==> src/rtl/sync_up_event_counter_if.sv <==
// Bus interface for sync_up_event_counter.
//   master: drives en, evt, load, load_val, clr_ovf; observes q, tc, carry, ovf
//   slave : the counter side of the same signals
interface sync_up_event_counter_if #(
   parameter int unsigned WIDTH = 3
);
   logic             en;
   logic             evt;
   logic             load;
   logic [WIDTH-1:0] load_val;
   logic             clr_ovf;
   logic [WIDTH-1:0] q;
   logic             tc;
   logic             carry;
   logic             ovf;

   modport master (
      output en, evt, load, load_val, clr_ovf,
      input  q, tc, carry, ovf
   );

   modport slave (
      input  en, evt, load, load_val, clr_ovf,
      output q, tc, carry, ovf
   );
endinterface

==> src/rtl/sync_up_event_counter.sv <==
// Synchronous modulo-MODULUS up counter of rising edges on an asynchronous
// event input, with load, enable, terminal count, wrap carry and sticky
// overflow. All flops are clocked by clk; rst is synchronous, active-high.
// Ports:
//   clk, rst      : system clock and reset
//   bus.en        : count enable (gates increments only)
//   bus.evt       : asynchronous event input, one count per rising edge
//   bus.load      : synchronous load strobe, bus.load_val is the value
//   bus.clr_ovf   : clears the sticky overflow flag
//   bus.q         : current count
//   bus.tc        : high while q == MODULUS-1
//   bus.carry     : one-cycle pulse on wrap MODULUS-1 -> 0
//   bus.ovf       : sticky wrap flag
module sync_up_event_counter #(
   parameter int unsigned WIDTH       = 3,
   parameter int unsigned MODULUS     = 8,
   parameter int unsigned SYNC_STAGES = 2
) (
   input logic                    clk,
   input logic                    rst,
   sync_up_event_counter_if.slave bus
);
   localparam logic [WIDTH-1:0] MAX_CNT = WIDTH'(MODULUS - 1);

   logic [SYNC_STAGES-1:0] sync_q;
   logic                   s_prev;
   logic                   inc_c;
   logic                   load_ok_c;

   logic [WIDTH-1:0] q_r, q_nxt;
   logic             tc_r;
   logic             carry_r, carry_nxt;
   logic             ovf_r, ovf_nxt;

   // Synchronizer and edge-history flop; preset to 1 so a high evt at
   // reset release does not look like a rising edge.
   always_ff @(posedge clk) begin
      if (rst) begin
         sync_q <= '1;
         s_prev <= 1'b1;
      end else begin
         sync_q <= {sync_q[SYNC_STAGES-2:0], bus.evt};
         s_prev <= sync_q[SYNC_STAGES-1];
      end
   end

   assign inc_c     = sync_q[SYNC_STAGES-1] & ~s_prev;
   assign load_ok_c = (32'(bus.load_val) < MODULUS);

   // Next-state: load beats increment; a wrap beats clr_ovf.
   always_comb begin
      q_nxt     = q_r;
      carry_nxt = 1'b0;
      ovf_nxt   = ovf_r;
      if (bus.clr_ovf) ovf_nxt = 1'b0;
      if (bus.load) begin
         q_nxt = load_ok_c ? bus.load_val : '0;
      end else if (inc_c && bus.en) begin
         if (q_r == MAX_CNT) begin
            q_nxt     = '0;
            carry_nxt = 1'b1;
            ovf_nxt   = 1'b1;
         end else begin
            q_nxt = q_r + WIDTH'(1);
         end
      end
   end

   // Count/status registers; tc is registered from q_nxt so it tracks q.
   always_ff @(posedge clk) begin
      if (rst) begin
         q_r     <= '0;
         tc_r    <= 1'b0;
         carry_r <= 1'b0;
         ovf_r   <= 1'b0;
      end else begin
         q_r     <= q_nxt;
         tc_r    <= (q_nxt == MAX_CNT);
         carry_r <= carry_nxt;
         ovf_r   <= ovf_nxt;
      end
   end

   assign bus.q     = q_r;
   assign bus.tc    = tc_r;
   assign bus.carry = carry_r;
   assign bus.ovf   = ovf_r;
endmodule

==> src/flat_wrapper.sv <==
// flat-port wrapper written by rule: the top's interface ports become plain ports
module sync_up_event_counter_flat 
#(
   parameter int unsigned WIDTH       = 3,
   parameter int unsigned MODULUS     = 8,
   parameter int unsigned SYNC_STAGES = 2
)
  (clk, rst, bus_en, bus_evt, bus_load, bus_load_val, bus_clr_ovf, bus_q, bus_tc, bus_carry, bus_ovf);
  sync_up_event_counter_if #(.WIDTH(WIDTH)) bus_i ();
  input logic clk;
  input logic rst;
  input wire logic [$bits(bus_i.en)-1:0] bus_en;
  input wire logic [$bits(bus_i.evt)-1:0] bus_evt;
  input wire logic [$bits(bus_i.load)-1:0] bus_load;
  input wire logic [$bits(bus_i.load_val)-1:0] bus_load_val;
  input wire logic [$bits(bus_i.clr_ovf)-1:0] bus_clr_ovf;
  output wire logic [$bits(bus_i.q)-1:0] bus_q;
  output wire logic [$bits(bus_i.tc)-1:0] bus_tc;
  output wire logic [$bits(bus_i.carry)-1:0] bus_carry;
  output wire logic [$bits(bus_i.ovf)-1:0] bus_ovf;
  assign bus_i.en = bus_en;
  assign bus_i.evt = bus_evt;
  assign bus_i.load = bus_load;
  assign bus_i.load_val = bus_load_val;
  assign bus_i.clr_ovf = bus_clr_ovf;
  assign bus_q = bus_i.q;
  assign bus_tc = bus_i.tc;
  assign bus_carry = bus_i.carry;
  assign bus_ovf = bus_i.ovf;
  sync_up_event_counter #(.WIDTH(WIDTH), .MODULUS(MODULUS), .SYNC_STAGES(SYNC_STAGES)) u_core (.clk(clk), .rst(rst), .bus(bus_i));
endmodule
==> config.mk <==
export PLATFORM = sky130hd
export DESIGN_NAME = sync_up_event_counter_flat
export DESIGN_NICKNAME = d
export VERILOG_FILES = /design/src/rtl/sync_up_event_counter_if.sv /design/src/rtl/sync_up_event_counter.sv /design/src/flat_wrapper.sv
export SDC_FILE = /design/constraint.sdc
export NUM_CORES = 1
export LEC_CHECK = 0
export ABC_AREA = 1
export BUFFER_PORTS_ARGS = -buffer_cell sky130_fd_sc_hd__buf_2
export CORE_AREA = 2 2 39 41
export DETAILED_ROUTE_END_ITERATION = 8
export DIE_AREA = 0 0 41 43
export PLACE_DENSITY_LB_ADDON = 0.3
export REMOVE_ABC_BUFFERS = 1
export SYNTH_ARGS = -nofsm -noshare
export SYNTH_HDL_FRONTEND = slang
export SYNTH_SLANG_ARGS = --single-unit
export TNS_END_PERCENT = 100
==> constraint.sdc <==
create_clock -name clk -period 1.4 [get_ports clk]
set_input_delay 0.21 -clock clk [delete_from_list [all_inputs] [get_ports clk]]
set_output_delay 0.21 -clock clk [all_outputs]
set_load 0.1 [all_outputs]
==> results by group, run 1 <==
Outcome
  – Status: finished, final reports clean

STA
  – RSZ-0062 raised after global routing: no
  – Slew Limit Fails: 0
  – Final worst slack: about 0.15 ns
  – Final Hold Vio Count: 0
  – Final worst path period need: approximately 1.3 ns
  – Worst slew pin tran: 0.4879 ns
  – Skew final: around 0.0012 ns
  – Max Clk Rate: 0.7983 GHz
  – Fin crit share: 0.8948
  – # setup viols final: 0
  – Rel. slew slack: 0.6770

Global route
  – First-pass GRT wire length: around 1100 um
  – Gr busiest metal: met1
  – M2 GR Usage: 0.1156
  – Vias in the first global route: 276
  – GRT Util Overall: 0.1027
  – GR Util met1: 0.1331
  – Gr ovfl total: 0
  – Pin count of the biggest net entering global routing: 8
  – Initial antenna violation count: 0
  – Met3 GRT Util: 0.03141

Final layout
  – Area grow syn2layout: 30.49%
  – Final cell count without fillers: 83
  – Layout cell share with drive strength beyond 1: 0.3582
  – Register area: 180.2 sq um
  – Fin area: 498.0 sq um
  – Fillers: 152
  – Most frequent cells in the layout: buf_2, nand2_1, dfxtp_1
  – Commonest non-fill, non-tap cell in the layout: buf_2
  – Area of the multi-input gates: 175.2 sq um
  – Final antenna diode count: 0
  – Layout net count: between 70 and 80

Clock tree
  – Hold buffer count at cts: 0
  – Root buf cell: clkbuf_4
  – Cts repair resizes: 0
  – # Post-CTS Setup Buffers: 0
  – H-Tree Level Count: 1
  – CTS tree: built
  – CTS max path bufs: 2
  – CTS sink count: 9
  – Clock transition at path regs: 0.06 ns
  – CTS Buf Count: 3
  – Clock Latency Late Sink: 0.25 ns

Power and ir drop
  – Logic pwr share: 0.176
  – Power density of the placed cells: 1128 nW/um^2
  – VDD IR-drop max: 452.9 uV
  – Leak: 0.2669 nW
  – Switching portion of total power: 0.2854
  – Power, Total: 0.5618 mW
  – Sequential Power Share: 0.484
  – Clk pwr share: 0.340
  – NetSw: 0.1603 mW
  – Cell Int Power: 0.4015 mW

Routing
  – Antenna Nets Post-Route: 0
  – DRC: 0
  – Via Count: around 350
  – Drt via density: 4.193
  – Pre-antenna DRT Iters: 4
  – 1st-iter DRT viols: 7
  – Routed WL per cell: 8.578 um
  – Final wirelength: a little over 700 um

Die
  – Die Y: 43 um
  – Die width: 41 um
  – # IOs: 15
  – Core ar.: 1384 sq um
  – Full die area: between 1500 and 2000 sq um
  – Initial Utilization: 0.2758
  – Row count: 14

Setup path
  – WS Path Type: reg -> reg
  – Worst setup EP type: flop
  – Critical path arrival: 1.40 ns
  – CP required: 1.55 ns
  – Largest fanout on the critical path: 3
  – Critical path launch point type: flop
  – Reg2reg setup slack: 0.15 ns

Placed design
  – Buffers on Ports: 14
  – HPWL after detailed placement: 583 um
  – Dpl ws: 0.1619 ns
  – Placed Cells: 79
  – Routability cong.: between 0.7 and 0.8
  – Post-DP Area: 471.7 sq um

Min path
  – Hold Path Class: in -> reg

Yosys
  – Cells after synthesis: 49
  – Register area share after synthesis: 0.4721
  – Seq cells post-synth: 9
  – Yosys warns: 0
  – Mapped cell area: between 300 and 400 sq um
  – Synth Area per Inst: 7.788 sq um
  – Post-synthesis cell type count: 13

Job
  – Maxcap violations: 0
[power by group through the flow]
stage / sequential [mW] / clock, mW / combinational, mW
finish: 0.272 / 0.191 / 0.0988
global route: 0.273 / 0.217 / 0.106
CTS: 0.272 / 0.202 / 0.0998
detailed placement: 0.278 / 0 / 0.0996
global placement: 0.277 / 0 / 0.0991
floorplan: 0.322 / 0 / 0.0287
[synth_stat cells]
library cell   n  area share
nand2_2        1       0.016
nand3_1        5       0.066
nand3_2        1       0.026
nor2_1         3       0.030
dfxtp_1        9        0.47
or2_2          3       0.049
nand2_1       13        0.13
or2_1          1       0.016
a21oi_1        1       0.013
ha_1           2       0.066
inv_1          7       0.069
o22ai_1        1       0.016
nor2_2         2       0.033
[sequential cells by signal, indices dropped and copies added (netlist names)]
signal,flops
u_core.bus.q,3
u_core.sync_q,2
u_core.bus.carry,1
u_core.bus.ovf,1
u_core.bus.tc,1
u_core.s_prev,1
[per-stage QoR]
stage | setup TNS [ns] | utilization | hold slack, ns
after floorplan | -1.972 | - | 0.2791
after global routing | 0 | 0.3599 | 0.1347
after CTS | 0 | 0.3599 | 0.1279
final | 0 | 0.3599 | 0.1363
after global placement | 0 | 0.3409 | 0.3914
after detailed placement | 0 | 0.3409 | 0.3948
[cell families (layout without fill, tap and decap cells)]
logic type                 after synthesis  count (layout)  synth area share
AOI/OAI and AO/OA                        2               2           0.02951
buffers and inverters                    7              25           0.06887
DFF                                      9               9            0.4721
adders and majority gates                2               2           0.06556
and+or+nand+nor                         29              29            0.3640
[cell type report]
class / instances / share of cell area
tap: 16 / 0.04020
timing repair buffer: 14 / 0.1407
clock buffer: 4 / 0.05276
inverter: 7 / 0.05276
sequential: 9 / 0.3618
multi-input combinational: 33 / 0.3518
[metal layers]
| layer | vias to the layer above | wire, um |
|---|---|---|
| met5 | - | 0 |
| met4 | 0 | 17 |
| met3 | 2 | 40 |
| met2 | 11 | 309 |
| met1 | 147 | 345 |
| li1 | 188 | - |
[path summary, 6_finish.rpt]
| check | to | from | cells after the start |
|---|---|---|---|
| setup / recovery | u_core.bus.tc | u_core.bus.q[0] | 8 |
| setup reg to reg | u_core.bus.tc | u_core.bus.q[0] | 8 |
| hold reg to reg | u_core.sync_q[1] | u_core.sync_q[0] | 1 |
| hold / removal | u_core.sync_q[0] | bus_evt | 2 |
[critical path: stages, from the launching register on]
cell and delay, ns:
dfxtp_1 0.32, ha_1 0.20, ha_1 0.27, inv_1 0.05, nand2_1 0.05, nand3_1 0.07
nand2_1 0.08, nand2_1 0.09, nor2_2 0.03
(Power assumes the default switching activity.)
==> inputs of run 2 (changes only) <==
--- a/config.mk
+++ b/config.mk
@@ -6,10 +6,10 @@
 export NUM_CORES = 1
 export LEC_CHECK = 0
 export ABC_AREA = 1
-export BUFFER_PORTS_ARGS = -buffer_cell sky130_fd_sc_hd__buf_2
 export CORE_AREA = 2 2 39 41
 export DETAILED_ROUTE_END_ITERATION = 8
 export DIE_AREA = 0 0 41 43
+export DONT_BUFFER_PORTS = 1
 export PLACE_DENSITY_LB_ADDON = 0.3
 export REMOVE_ABC_BUFFERS = 1
 export SYNTH_ARGS = -nofsm -noshare
==> run 2 against run 1 <==
  * Routed wire length up 0.70%
  * Critical path depth unchanged
  * First-iteration DRC count down 71%
  * Die area unchanged
  * Worst hold slack worse by 0.095 ns
  * Sequential power about the same
  * Combinational power down 8.4%
==> results by group, run 2 (synthesis results as in run 1) <==
Outcome
  – Status: finished, final reports clean

Power and ir drop
  – VDD IR-drop max: 479.4 uV
  – Power density of the placed cells: 1166 nW/um^2
  – Sequential Power Share: 0.480
  – Switching portion of total power: 0.2998
  – Clk pwr share: 0.360
  – NetSw: between 0.15 and 0.2 mW
  – Cell Int Power: 0.3953 mW
  – Leak: roughly 0.24 nW
  – Logic pwr share: 0.160

Die
  – # IOs: 15
  – Die Y: around 43 um
  – Die width: 41 um
  – Full die area: 1763 sq um
  – Core ar.: 1384 sq um
  – Row count: 14
  – Initial Utilization: 0.2758

STA
  – Final Hold Vio Count: 0
  – Final worst path period need: 1.220 ns
  – Final worst slack: 0.1800 ns
  – Rel. slew slack: 0.8071
  – Fin crit share: 0.8714
  – Worst slew pin tran: between 0.2 and 0.3 ns
  – Max Clk Rate: 0.8197 GHz
  – # setup viols final: 0
  – Skew final: between 0.004 and 0.005 ns
  – Slew Limit Fails: 0
  – RSZ-0062 raised after global routing: no
  – Worst hold slack: around 0.04 ns

Setup path
  – R2R Path Start: u_core.bus.q[0]
  – Reg2Reg Depth: 8
  – Worst path depth: 8
  – CP required: approximately 1.6 ns
  – WS Path Type: reg -> reg
  – CP startpoint: u_core.bus.q[0]
  – Critical path launch point type: flop
  – Buf/Inv on CP: 1
  – Largest fanout on the critical path: 2
  – Worst setup EP type: flop
  – CP max-delay cell: dfxtp_1
  – Critical path arrival: roughly 1.4 ns
  – Most used cell, CP: nand2_1
  – Critical Path, Cell by Cell: ha_1 > ha_1 > inv_1 > nand2_1 > nand3_1 > nand2_1 > nand2_1 > nor2_2
  – Largest delay share family, worst path: adder cells
  – Peak per-stage delay on the critical path: ~0.32 ns

Routing
  – DRC: 0
  – Antenna Nets Post-Route: 0
  – Drt via density: 4.211
  – Routed WL per cell: 9.434 um
  – 1st-iter DRT viols: 2
  – Final wirelength: 717 um
  – Pre-antenna DRT Iters: 2
  – Via Count: 320

Global route
  – GRT Util Overall: 0.1078
  – Met3 GRT Util: 0.08901
  – Pin count of the biggest net entering global routing: 7
  – M2 GR Usage: 0.1281
  – GR Util met1: 0.1104
  – Vias in the first global route: 293
  – Initial antenna violation count: 0
  – Gr ovfl total: 0
  – Gr busiest metal: met2
  – First-pass GRT wire length: around 1100 um

Final layout
  – Final antenna diode count: 0
  – Number of flip-flops in the largest register: 3
  – Layout cell share with drive strength beyond 1: 0.2833
  – Layout net count: 72
  – Core Util, Final: 0.3499
  – Commonest non-fill, non-tap cell in the layout: nand2_1
  – Area grow syn2layout: 26.89%
  – Fillers: between 150 and 200
  – Final cell count without fillers: 76
  – Most frequent cells in the layout: nand2_1, dfxtp_1, inv_1

Placed design
  – Buffers on Ports: 0
  – Placed Cells: 71
  – Dpl ws: about 0.18 ns
  – HPWL after detailed placement: 555.6 um
  – Routability cong.: 0.6977

Clock tree
  – CTS max path bufs: 2
  – H-Tree Level Count: 1
  – CTS tree: built
  – Cts repair resizes: 0
  – CTS Buf Count: 3
  – Clock Latency Late Sink: 0.27 ns
  – Root buf cell: clkbuf_4
  – CTS sink count: 9
  – Clock transition at path regs: 0.06 ns

Min path
  – Hold path cells: 1
  – Hold Path Class: in -> reg
  – Worst hold start: bus_evt

Job
  – Maxcap violations: 0
[run 2: area by class of cell]
class / count / area (sq um) / share of cell area
multi-input cells: 33 / 175.2 / 0.3618
clock inverters: 1 / 5.005 / 0.01034
well taps: 16 / 20.02 / 0.04134
clock buffers: 3 / 22.52 / 0.04651
inverters: 7 / 26.28 / 0.05426
flip-flops and latches: 9 / 180.2 / 0.3721
repair buffers: 7 / 55.05 / 0.1137
[run 2: per-layer routing]
layer | vias to the layer above | wire, um
met3 | 4 | 92
met4 | 0 | 26
met2 | 15 | 310
met1 | 129 | 287
met5 | - | 0
li1 | 172 | -
[run 2: timing repair]
| action | 4_1_cts | 5_1_grt |
|---|---|---|
| setup buffers | 0 | 0 |
| hold endpoints to repair | 2 | 0 |
| hold buffers | 1 | 0 |
[run 2: final timing paths]
| kind | slack, ns | endpoint |
|---|---|---|
| worst min-delay path | 0.04 | u_core.sync_q[0] |
| worst min register to register | 0.41 | u_core.sync_q[1] |
| worst max register to register | 0.18 | u_core.bus.tc |
| worst max-delay path | 0.18 | u_core.bus.tc |
[run 2: worst register-to-register path, cell delays in order, from the launching register on]
cell     delay [ns]
dfxtp_1        0.32
ha_1           0.19
ha_1           0.27
inv_1          0.05
nand2_1        0.05
nand3_1        0.06
nand2_1        0.07
nand2_1        0.08
nor2_2         0.03
[run 2: power groups by stage]
stage	Combinational [mW]	Sequential (mW)	Clock, mW
2_1_floorplan	0.0287	0.322	0
4_1_cts	0.0913	0.271	0.214
6_report	0.0905	0.271	0.203
3_3_place_gp	0.0883	0.277	0
5_1_grt	0.0982	0.272	0.226
3_5_place_dp	0.0885	0.277	0
[run 2: metrics by stage]
stage | setup TNS (ns) | instance area, sq um | total power, mW
floorplan | -1.972 | 381.6 | 0.3504
global placement | 0 | 446.7 | 0.3650
detailed placement | 0 | 446.7 | 0.3653
CTS | 0 | 484.2 | 0.5763
global route | 0 | 484.2 | 0.5964
finish | 0 | 484.2 | 0.5646
